File: src/rtl/fb_arb_pkg.sv
// Shared types and defaults for the frame-buffer BRAM arbiter.
// Imported by the arbiter top and its write FIFO.
package fb_arb_pkg;

  typedef enum logic [1:0] {
    IDLE,
    FILL,
    DRAIN
  } state_t;

  typedef enum logic [1:0] {
    GNT_NONE,
    GNT_RD,
    GNT_WR
  } gnt_t;

  localparam int FRAME_PIXELS_DEF = 307200;

endpackage

File: src/rtl/fb_wr_fifo.sv
// Pixel write FIFO. dout is registered and updates only on a pop.
// A push while full is accepted only when a pop frees a slot in the same cycle.
module fb_wr_fifo #(
  parameter int DATA_W = 8,
  parameter int DEPTH  = 8,
  parameter int PW     = $clog2(DEPTH)
) (
  input  logic              clk,
  input  logic              rst,
  input  logic              push,
  input  logic [DATA_W-1:0] din,
  input  logic              pop,
  output logic [DATA_W-1:0] dout,
  output logic              full,
  output logic              empty,
  output logic [PW:0]       count
);

  logic [DATA_W-1:0] mem [DEPTH];
  logic [PW-1:0]     wptr;
  logic [PW-1:0]     rptr;
  logic              do_push;
  logic              do_pop;

  assign full    = (count == (PW+1)'(DEPTH));
  assign empty   = (count == '0);
  assign do_pop  = pop && !empty;
  assign do_push = push && (!full || do_pop);

  always_ff @(posedge clk) begin
    if (do_push) mem[wptr] <= din;
  end

  always_ff @(posedge clk or posedge rst) begin
    if (rst) begin
      wptr  <= '0;
      rptr  <= '0;
      count <= '0;
      dout  <= '0;
    end else begin
      if (do_push) wptr <= wptr + 1'b1;
      if (do_pop) begin
        dout <= mem[rptr];
        rptr <= rptr + 1'b1;
      end
      count <= count + {{PW{1'b0}}, do_push} - {{PW{1'b0}}, do_pop};
    end
  end

endmodule

File: src/rtl/fb_bram_arbiter.sv
// Shares one BRAM port between the VGA reader (always wins) and the pixel
// write FIFO; a frame FSM paces capture and generates wrapping write addresses.
module fb_bram_arbiter
  import fb_arb_pkg::*;
#(
  parameter int ADDR_W       = 19,
  parameter int DATA_W       = 8,
  parameter int FRAME_PIXELS = FRAME_PIXELS_DEF,
  parameter int FIFO_DEPTH   = 8,
  parameter int RD_LATENCY   = 1,
  parameter int CONTINUOUS   = 0
) (
  input  logic              clk,
  input  logic              rst,
  input  logic              start_i,
  input  logic [DATA_W-1:0] pix_i,
  input  logic              pix_en_i,
  input  logic              rd_req_i,
  input  logic [ADDR_W-1:0] rd_addr_i,
  output logic [DATA_W-1:0] rd_data_o,
  output logic              rd_valid_o,
  output logic              bram_en_o,
  output logic              bram_we_o,
  output logic [ADDR_W-1:0] bram_addr_o,
  output logic [DATA_W-1:0] bram_din_o,
  input  logic [DATA_W-1:0] bram_dout_i,
  output logic              busy_o,
  output logic              frame_done_o,
  output logic              ovf_o
);

  localparam int CW = $clog2(FIFO_DEPTH) + 1;
  localparam logic [ADDR_W-1:0] LAST = ADDR_W'(FRAME_PIXELS - 1);

  state_t              state;
  gnt_t                gnt;
  logic [ADDR_W-1:0]   push_cnt;
  logic [ADDR_W-1:0]   wr_addr;
  logic [RD_LATENCY+1:0] rd_pipe;
  logic                accept;
  logic                pop;
  logic                drain_done;
  logic                fifo_full;
  logic                fifo_empty;
  logic [CW-1:0]       fifo_count;

  always_comb begin
    gnt = GNT_NONE;
    if (rd_req_i)         gnt = GNT_RD;
    else if (!fifo_empty) gnt = GNT_WR;
  end

  assign accept = (state == FILL) && pix_en_i;
  assign pop    = (gnt == GNT_WR);
  // No pushes happen in DRAIN, so the frame ends when the FIFO runs dry;
  // the empty term also releases a frame that lost pixels to overflow.
  assign drain_done = (state == DRAIN) &&
                      (fifo_empty || (pop && fifo_count == CW'(1)));

  assign busy_o     = (state != IDLE);
  assign rd_valid_o = rd_pipe[RD_LATENCY+1];

  fb_wr_fifo #(
    .DATA_W (DATA_W),
    .DEPTH  (FIFO_DEPTH)
  ) u_fifo (
    .clk   (clk),
    .rst   (rst),
    .push  (accept),
    .din   (pix_i),
    .pop   (pop),
    .dout  (bram_din_o),
    .full  (fifo_full),
    .empty (fifo_empty),
    .count (fifo_count)
  );

  always_ff @(posedge clk or posedge rst) begin
    if (rst) begin
      state        <= IDLE;
      push_cnt     <= '0;
      wr_addr      <= '0;
      ovf_o        <= 1'b0;
      frame_done_o <= 1'b0;
      bram_en_o    <= 1'b0;
      bram_we_o    <= 1'b0;
      bram_addr_o  <= '0;
      rd_pipe      <= '0;
      rd_data_o    <= '0;
    end else begin
      bram_en_o <= (gnt != GNT_NONE);
      bram_we_o <= pop;
      if (gnt == GNT_RD)  bram_addr_o <= rd_addr_i;
      else if (pop)       bram_addr_o <= wr_addr;

      frame_done_o <= pop && (wr_addr == LAST);
      if (pop) wr_addr <= (wr_addr == LAST) ? '0 : wr_addr + 1'b1;
      if (accept && fifo_full && !pop) ovf_o <= 1'b1;

      rd_pipe <= {rd_pipe[RD_LATENCY:0], gnt == GNT_RD};
      if (rd_pipe[RD_LATENCY]) rd_data_o <= bram_dout_i;

      case (state)
        IDLE: begin
          if (start_i) begin
            state    <= FILL;
            wr_addr  <= '0;
            push_cnt <= '0;
            ovf_o    <= 1'b0;
          end
        end
        FILL: begin
          if (accept) begin
            if (push_cnt == LAST) begin
              push_cnt <= '0;
              state    <= DRAIN;
            end else begin
              push_cnt <= push_cnt + 1'b1;
            end
          end
        end
        DRAIN: begin
          if (drain_done) begin
            state    <= (CONTINUOUS != 0) ? FILL : IDLE;
            wr_addr  <= '0;
            push_cnt <= '0;
          end
        end
        default: state <= IDLE;
      endcase
    end
  end

endmodule

File: config.mk
export PLATFORM = sky130hd
export DESIGN_NAME = fb_bram_arbiter
export DESIGN_NICKNAME = d
export VERILOG_FILES = /design/src/rtl/fb_arb_pkg.sv /design/src/rtl/fb_wr_fifo.sv /design/src/rtl/fb_bram_arbiter.sv
export SDC_FILE = /design/constraint.sdc
export NUM_CORES = 1
export LEC_CHECK = 0
export ABC_CLOCK_PERIOD_IN_PS = 2900
export BUFFER_PORTS_ARGS = -buffer_cell sky130_fd_sc_hd__buf_2
export CAP_MARGIN = 20
export CELL_PAD_IN_SITES_DETAIL_PLACEMENT = 2
export CELL_PAD_IN_SITES_GLOBAL_PLACEMENT = 2
export CORE_MARGIN = 3
export CORE_UTILIZATION = 40
export CTS_CLUSTER_DIAMETER = 200
export DETAILED_ROUTE_END_ITERATION = 16
export PLACE_DENSITY_LB_ADDON = 0.1
export SETUP_SLACK_MARGIN = 0.02
export SYNTH_ARGS = -nofsm -noshare
export SYNTH_HDL_FRONTEND = slang
export SYNTH_SLANG_ARGS = --single-unit
export TNS_END_PERCENT = 20
File: constraint.sdc
create_clock -name clk -period 2.9 [get_ports clk]
set_input_delay 0.145 -clock clk [delete_from_list [all_inputs] [get_ports clk]]
set_output_delay 0.145 -clock clk [all_outputs]
set_load 0.02 [all_outputs]
; ---- Word-level counts from Yosys, hierarchy flattened
; Memories as Yosys holds them, arrays and structs flattened. A register that Yosys moved wholly into a read port is not among the register bits.
; Index checks and enable logic that the tools add are counted.
; W data, S select, Z words.
[word_totals]
ff_bits = 84
latch_bits = 0
mem_bits_rw = 64
rom_bits = 0
input_bits = 40
output_inout_bits = 41
wordCells = 77
mem_count = 1
[classes]
add_sub_neg = 6
mul = 0
div = 0
order_cmp = 0
n_eq_ne = 12
shift = 0
mux = 24
bitwise = 0
n_reduce_logical = 21
[mem_list]
columns = name, depth, word_bits, read_ports, rd_clocked_by_memory_dff, write_ports, line_no
row1 = u_fifo.mem, 8, 8, 1, 1, 1, fb_wr_fifo.sv:19  ; logic [DATA_W-1:0] mem [DEPTH];
[op_table]
columns = operator, n
row1 = $mux W19, 10
row2 = $pmux W19 S3, 1
row3 = $add A19 B1 Y19 const B, 2
row4 = $eq A19 B19 Y1 const B, 2
row5 = $pmux W19 S2, 1
row6 = $mux W2, 6
row7 = $logic_and A1 B1 Y1, 8
row8 = $reduce_and A4 Y1, 2
row9 = $add A3 B1 Y3 const B, 2
row10 = $ne A2 B2 Y1 const B, 3
row11 = $pmux W2 S3, 1
row12 = $reduce_bool A2 Y1, 3
row13 = $mux W1, 5
row14 = $add A4 B1 Y4, 1
row15 = $eq A2 B1 Y1 const B, 2
row16 = $eq A2 B2 Y1 const B, 2
row17 = $eq A4 B1 Y1 const B, 1
row18 = $eq A4 B4 Y1 const B, 1
row19 = $logic_not A4 Y1, 1
row20 = $sub A4 B1 Y4, 1
row21 = $logic_not A1 Y1, 3
row22 = $reduce_bool A3 Y1, 1
row23 = $logic_not A2 Y1, 1
row24 = $logic_or A1 B1 Y1, 2
row25 = $ne A2 B1 Y1 const B, 1

; ---- Longest topological paths before layout
[logic_depth]
word_depth = 9
depth_mapped = 11

; ---- By module
; A second synthesis with hierarchy kept.
[unflattened]
cells_unflattened = 565
area_unflattened_um2 = 6952.9
[by_module_without_submodules]
columns = module, instances, cells_per_inst, area_each_um2, seq_area_each_um2
row1 = fb_bram_arbiter, 1, 358, 3562.2, 1851.8
row2 = fb_wr_fifo, 1, 207, 3390.8, 2372.3

; ---- Least setup slack after synthesis
; Ideal clock, no wire load.
[synth_timing]
path_type = reg-to-reg
from = register u_fifo.count[2]
to = register u_fifo.count[2]
arrival_time_ns = 2.392
required_time_ns = 2.777
setup_slack_ns = 0.385
stages_incl_launch_ff = 11
path_buffers = 1
synth_period_minus_slack_ns = 2.515
path_cell_list = dfrtp_1 inv_1 ha_1 nor3b_4 nor2_1 clkbuf_1 ha_1 inv_1 ha_1 fa_1 xor2_1
[synth_via]
elab_chain_cells = 9
word_cells_on_any_way = 12
classes_between = add/sub (2) / eq/ne (2) / mux (2) / reduce/logical (6)
[synth_rtl]
columns = item, line_no
row1 = start: declaration, fb_wr_fifo.sv:16  ; output logic [PW:0] count
row2 = start signal: assignment, fb_wr_fifo.sv:46  ; count <= count + {{PW{1'b0}}, do_push} - {{PW{1'b0}}, do_pop};
row3 = $logic_not A4 Y1 *, fb_wr_fifo.sv:26  ; assign empty = (count == '0);
row4 = $mux W2, fb_bram_arbiter.sv:50  ; else if (!fifo_empty) gnt = GNT_WR;
row5 = $mux W2, fb_bram_arbiter.sv:49  ; if (rd_req_i) gnt = GNT_RD;
row6 = $eq A2 B2 Y1, fb_bram_arbiter.sv:54  ; assign pop = (gnt == GNT_WR);
row7 = $logic_and A1 B1 Y1 *, fb_wr_fifo.sv:27  ; assign do_pop = pop && !empty;
row8 = via u_fifo.do_pop, fb_wr_fifo.sv:23  ; logic do_pop;
row9 = $logic_or A1 B1 Y1, fb_wr_fifo.sv:28  ; assign do_push = push && (!full || do_pop);
row10 = $logic_and A1 B1 Y1, fb_wr_fifo.sv:28
row11 = $add A4 B1 Y4, fb_wr_fifo.sv:46
row12 = $sub A4 B1 Y4 *, fb_wr_fifo.sv:46
; The timed path passes the listed nets; every way through them passes the cells marked *.
; A chain may end at the register's enable or synchronous reset.

; ---- Worst setup path after layout
[layout_timing]
from = register u_fifo.count[2]
to = register u_fifo.count[2]
[layout_via]
elab_chain_cells = 9
word_cells_on_any_way = 12
classes_between = add/sub (2) / eq/ne (2) / mux (2) / reduce/logical (6)
[layout_rtl]
columns = item, line_no
row1 = $logic_not A4 Y1, fb_wr_fifo.sv:26
row2 = $mux W2, fb_bram_arbiter.sv:50
row3 = $mux W2, fb_bram_arbiter.sv:49
row4 = $eq A2 B2 Y1, fb_bram_arbiter.sv:54
row5 = $logic_and A1 B1 Y1, fb_wr_fifo.sv:27
row6 = $logic_or A1 B1 Y1 *, fb_wr_fifo.sv:28
row7 = $logic_and A1 B1 Y1 *, fb_wr_fifo.sv:28
row8 = via u_fifo.do_push, fb_wr_fifo.sv:22  ; logic do_push;
row9 = $add A4 B1 Y4 *, fb_wr_fifo.sv:46
row10 = $sub A4 B1 Y4 *, fb_wr_fifo.sv:46
; Marks and branches as above.

==> flow_metrics.env <==
export IMPL_status="completed"
export IMPL_design_area_mm2=0.00842
export IMPL_setup_viol=0
export IMPL_cap_violations=0
export IMPL_r2r_end="u_fifo.count[2]"
export IMPL_drt_iter0_drc=280
export IMPL_synth_top_family_by_area="simple AND/OR/NAND/NOR gates"
export IMPL_slowest_delay_ns=0.38
export IMPL_max_freq_mhz=406
export IMPL_synthAdderAreaFrac_pct=2.14
export IMPL_vias=4752
export IMPL_clk_path_buf_depth=2
export IMPL_grt_pass1_vias=5290
export IMPL_finalCritPeriodShare_pct=84.8
export IMPL_p_clk_share_pct=32.6
export IMPL_clk_insertion_delay_late_ns=0.43
export IMPL_worstPathCellList="inv_1 > ha_1 > o21ai_0 > nor3_1 > nand2b_1 > inv_1 > ha_1 > fa_1 > xor2_1"
export IMPL_min_period_ns=2.46
export IMPL_grt_pass1_wl_mm=29.7
export IMPL_fin_skew_ns=0.0137
export IMPL_muxShareOfSynthArea_pct=8.13
export IMPL_io_buffers=80
export IMPL_yosysSeqAreaShare_pct=62.3
export IMPL_syn_area_mm2=0.00678
export IMPL_slew_headroom_pct=44.7
export IMPL_avgSynthCellArea_um2=13.2
export IMPL_fin_total_pwr_uw=7210
export IMPL_whs_endpoint="u_fifo.mem[4][3]"
export IMPL_combPwrFrac_pct=24.2
export IMPL_worst_hold_path_type="input port to register"
export IMPL_synth_area_leader_cell="dfrtp_1"
export IMPL_drc_errors=0
export IMPL_final_common_cell="dfrtp_1"
export IMPL_syn_nets=565
export IMPL_yosysWarnings=0
export IMPL_r2r_start="u_fifo.count[2]"
export IMPL_path_class="register to register"
export IMPL_postRouteWirelength_mm=18.3
export IMPL_htreeDepth=4
export IMPL_antenna_found_initial=0
export IMPL_synth_top_area_share_pct=33.9
export IMPL_crit_buf_inv=2
export IMPL_vdd_drop_max_v=0.000496
export IMPL_synthDistinctLibCells=57
export IMPL_die_w_um=136
export IMPL_place_inst=801
export IMPL_firstDrtPassIters=5
export IMPL_crit_arrival_ns=2.77
export IMPL_cts_tree="built"
export IMPL_dpl_cell_area_mm2=0.00747
export IMPL_clkTransAtPathRegs_ns=0.07
export IMPL_num_rows=46
export IMPL_drt_vias_per_instance=5.49
export IMPL_avgRoutedWirePerCell_um=21.2
export IMPL_path_max_fanout=7
export IMPL_ios=81
export IMPL_layout_drive_gt1_share_pct=26.2
export IMPL_worst_pin_slew_ns=0.830
export IMPL_slowest_stage="fa_1"
export IMPL_die_h_um=136
export IMPL_synth_simple_area_share_pct=11.7
export IMPL_p_int_uw=4800
export IMPL_rsz0062_at_grt="false"
export IMPL_min_path_cells=1
export IMPL_gp_congestion=0.752
export IMPL_cts_sinks=156
export IMPL_swShare_pct=33.4
export IMPL_p_seq_share_pct=43.2
export IMPL_crit_family="adder cells"
export IMPL_critPathRequiredTime_ns=3.21
export IMPL_final_cell_mix="92 x dfrtp_1, 80 x buf_2, 64 x edfxtp_1"
export IMPL_synth_seq_cells=156
export IMPL_p_leak_uw=0.00357
export IMPL_setup_tns_ns=0
export IMPL_r2r_cells=9
export IMPL_clock_root_buffer="clkbuf_16"
export IMPL_coreArea_mm2=0.0162
export IMPL_synth_compound_area_share_pct=8.83
export IMPL_r2r_slack_ns=0.44
export IMPL_ctsResizeCount=0
export IMPL_syn2layout_area_growth_pct=24.1
export IMPL_crit_path_start_kind="register"
export IMPL_initial_core_util_pct=41.8
export IMPL_post_cts_buffers=0
export IMPL_syn_inst=514
export IMPL_multiInputGateArea_mm2=0.00230
export IMPL_maxSlewViolCount=0
export IMPL_hpwl_mm=11.7
export IMPL_ff_latch_area_mm2=0.00422
export IMPL_nets=688
export IMPL_grt_max_degree=52
export IMPL_grt_util_all_layers_pct=20.9
export IMPL_synth_xor_area_share_pct=2.97
export IMPL_n_antenna_cell=0
export IMPL_numCtsBuffers=17
export IMPL_power_switching_uw=2410
export IMPL_cp_end_kind="register"
export IMPL_die_area_mm2=0.0186
export IMPL_synthTopCellsByArea="dfrtp_1 34%, edfxtp_1 28%, mux4_2 5.3%"
export IMPL_grt_ovfl_total=0
export IMPL_powerDensity_mw_per_mm2=857
export IMPL_fillers=1567
export IMPL_ant_nets=0
export IMPL_worstHoldStart="pix_i[3]"
export IMPL_final_cells=866
export IMPL_finalHoldViolCount=0
## cells in the mapped netlist, drive strengths merged
| master | n |
|---|---|
| nand3 | 15 |
| edfxtp | 64 |
| o211ai | 1 |
| xor2 | 14 |
| buf | 13 |
| a31o | 1 |
| o311a | 1 |
| or3 | 4 |
| o21a | 1 |
| nand2 | 31 |
| nand2b | 3 |
| a222oi | 19 |
| mux2 | 9 |
| o31ai | 6 |
| and2 | 6 |
| ha | 10 |
| nor3b | 1 |
| clkbuf | 13 |
| a41oi | 1 |
| mux2i | 9 |
| and3 | 6 |
| nor2b | 3 |
| nor4 | 3 |
| a21o | 9 |
| mux4 | 16 |
| o22ai | 5 |
| nor4b | 2 |
| o21ai | 9 |
| xnor2 | 9 |
| a31oi | 1 |
| nor3 | 14 |
| o41ai | 1 |
| o31a | 1 |
| or3b | 1 |
| a21oi | 23 |
| nand4 | 10 |
| inv | 38 |
| nand3b | 3 |
| a311oi | 2 |
| and4 | 5 |
| fa | 1 |
| nor2 | 38 |
| dfrtp | 92 |
## worst max path at each step
stage                         start               to  slack [ns]  cells past startpoint
detailed placement  u_fifo.count[2]  u_fifo.count[2]        0.40                      9
finish              u_fifo.count[2]  u_fifo.count[2]        0.44                      9
global route        u_fifo.count[2]  u_fifo.count[3]        0.14                     10
global placement    u_fifo.count[2]  u_fifo.count[2]        0.56                      9
floorplan                       rst   bram_addr_o[0]        0.36                      1
CTS                 u_fifo.count[2]  u_fifo.count[2]        0.38                      9
## metal layers
layer  track usage, %  up-vias  part of all wire [%]
met5                0        -                     0
met4             6.72        0                   1.2
met3             3.15       18                   2.8
met2             37.5       96                    54
met1             25.9     2495                    42
li1                 -     2143                     -
## repair_timing
action                                 CTS  global route
hold buffers                            33             0
endpoints found under the hold margin  109             0
setup endpoints to repair                0             0
## worst register-to-register path, cell delays in order (launching register included)
cell and delay (ns):
dfrtp_1 0.36, inv_1 0.10, ha_1 0.25, o21ai_0 0.10, nor3_1 0.21, nand2b_1 0.34
inv_1 0.17, ha_1 0.26, fa_1 0.38, xor2_1 0.17
## logic make-up after synthesis
kind of cell	after synthesis
XOR/XNOR	23
buffers and inverters	64
multiplexers	34
AND/OR/NAND/NOR	145
AO/OA/AOI/OAI	81
adder cells (fa/ha/maj)	11
flip-flops	156
## sequential cells by signal (all words and copies together), names as in the netlist
| register | count |
|---|---|
| ovf_o | 1 |
| u_fifo.wptr | 3 |
| bram_we_o | 1 |
| u_fifo.count | 4 |
| frame_done_o | 1 |
| rd_data_o | 8 |
| bram_en_o | 1 |
| bram_addr_o | 19 |
| wr_addr | 19 |
| state | 2 |
| u_fifo.dout | 8 |
| push_cnt | 19 |
| u_fifo.rptr | 3 |
| u_fifo.mem | 64 |
| rd_pipe | 3 |
## power by group through the flow
stage	clock network, uW	logic (uW)	registers [uW]
5_1_grt	2490	1950	3170
4_1_cts	2400	1790	3110
3_3_place_gp	0	1610	3100
2_1_floorplan	0	1110	3090
3_5_place_dp	0	1720	3140
6_report	2350	1740	3110
## area by class of cell
| class | instances | share of cell area [%] |
|---|---|---|
| timing repair buffer | 130 | 10.2 |
| clock inverter | 15 | 2.27 |
| multi-input combinational | 294 | 27.3 |
| inverter | 38 | 1.72 |
| sequential | 156 | 50.2 |
| clock buffer | 17 | 5.06 |
| tap | 216 | 3.21 |
## stage by stage
| step | worst slack, ns | hold slack (ns) | util (%) |
|---|---|---|---|
| floorplan | 0.363 | 0.244 | - |
| global placement | 0.559 | 0.277 | 46.0 |
| detailed placement | 0.398 | 0.283 | 46.0 |
| CTS | 0.383 | 0.00715 | 51.9 |
| global route | 0.142 | 0.0223 | 51.9 |
| finish | 0.439 | 0.0104 | 51.9 |
Note: power is estimated with default switching activity, not from simulation.
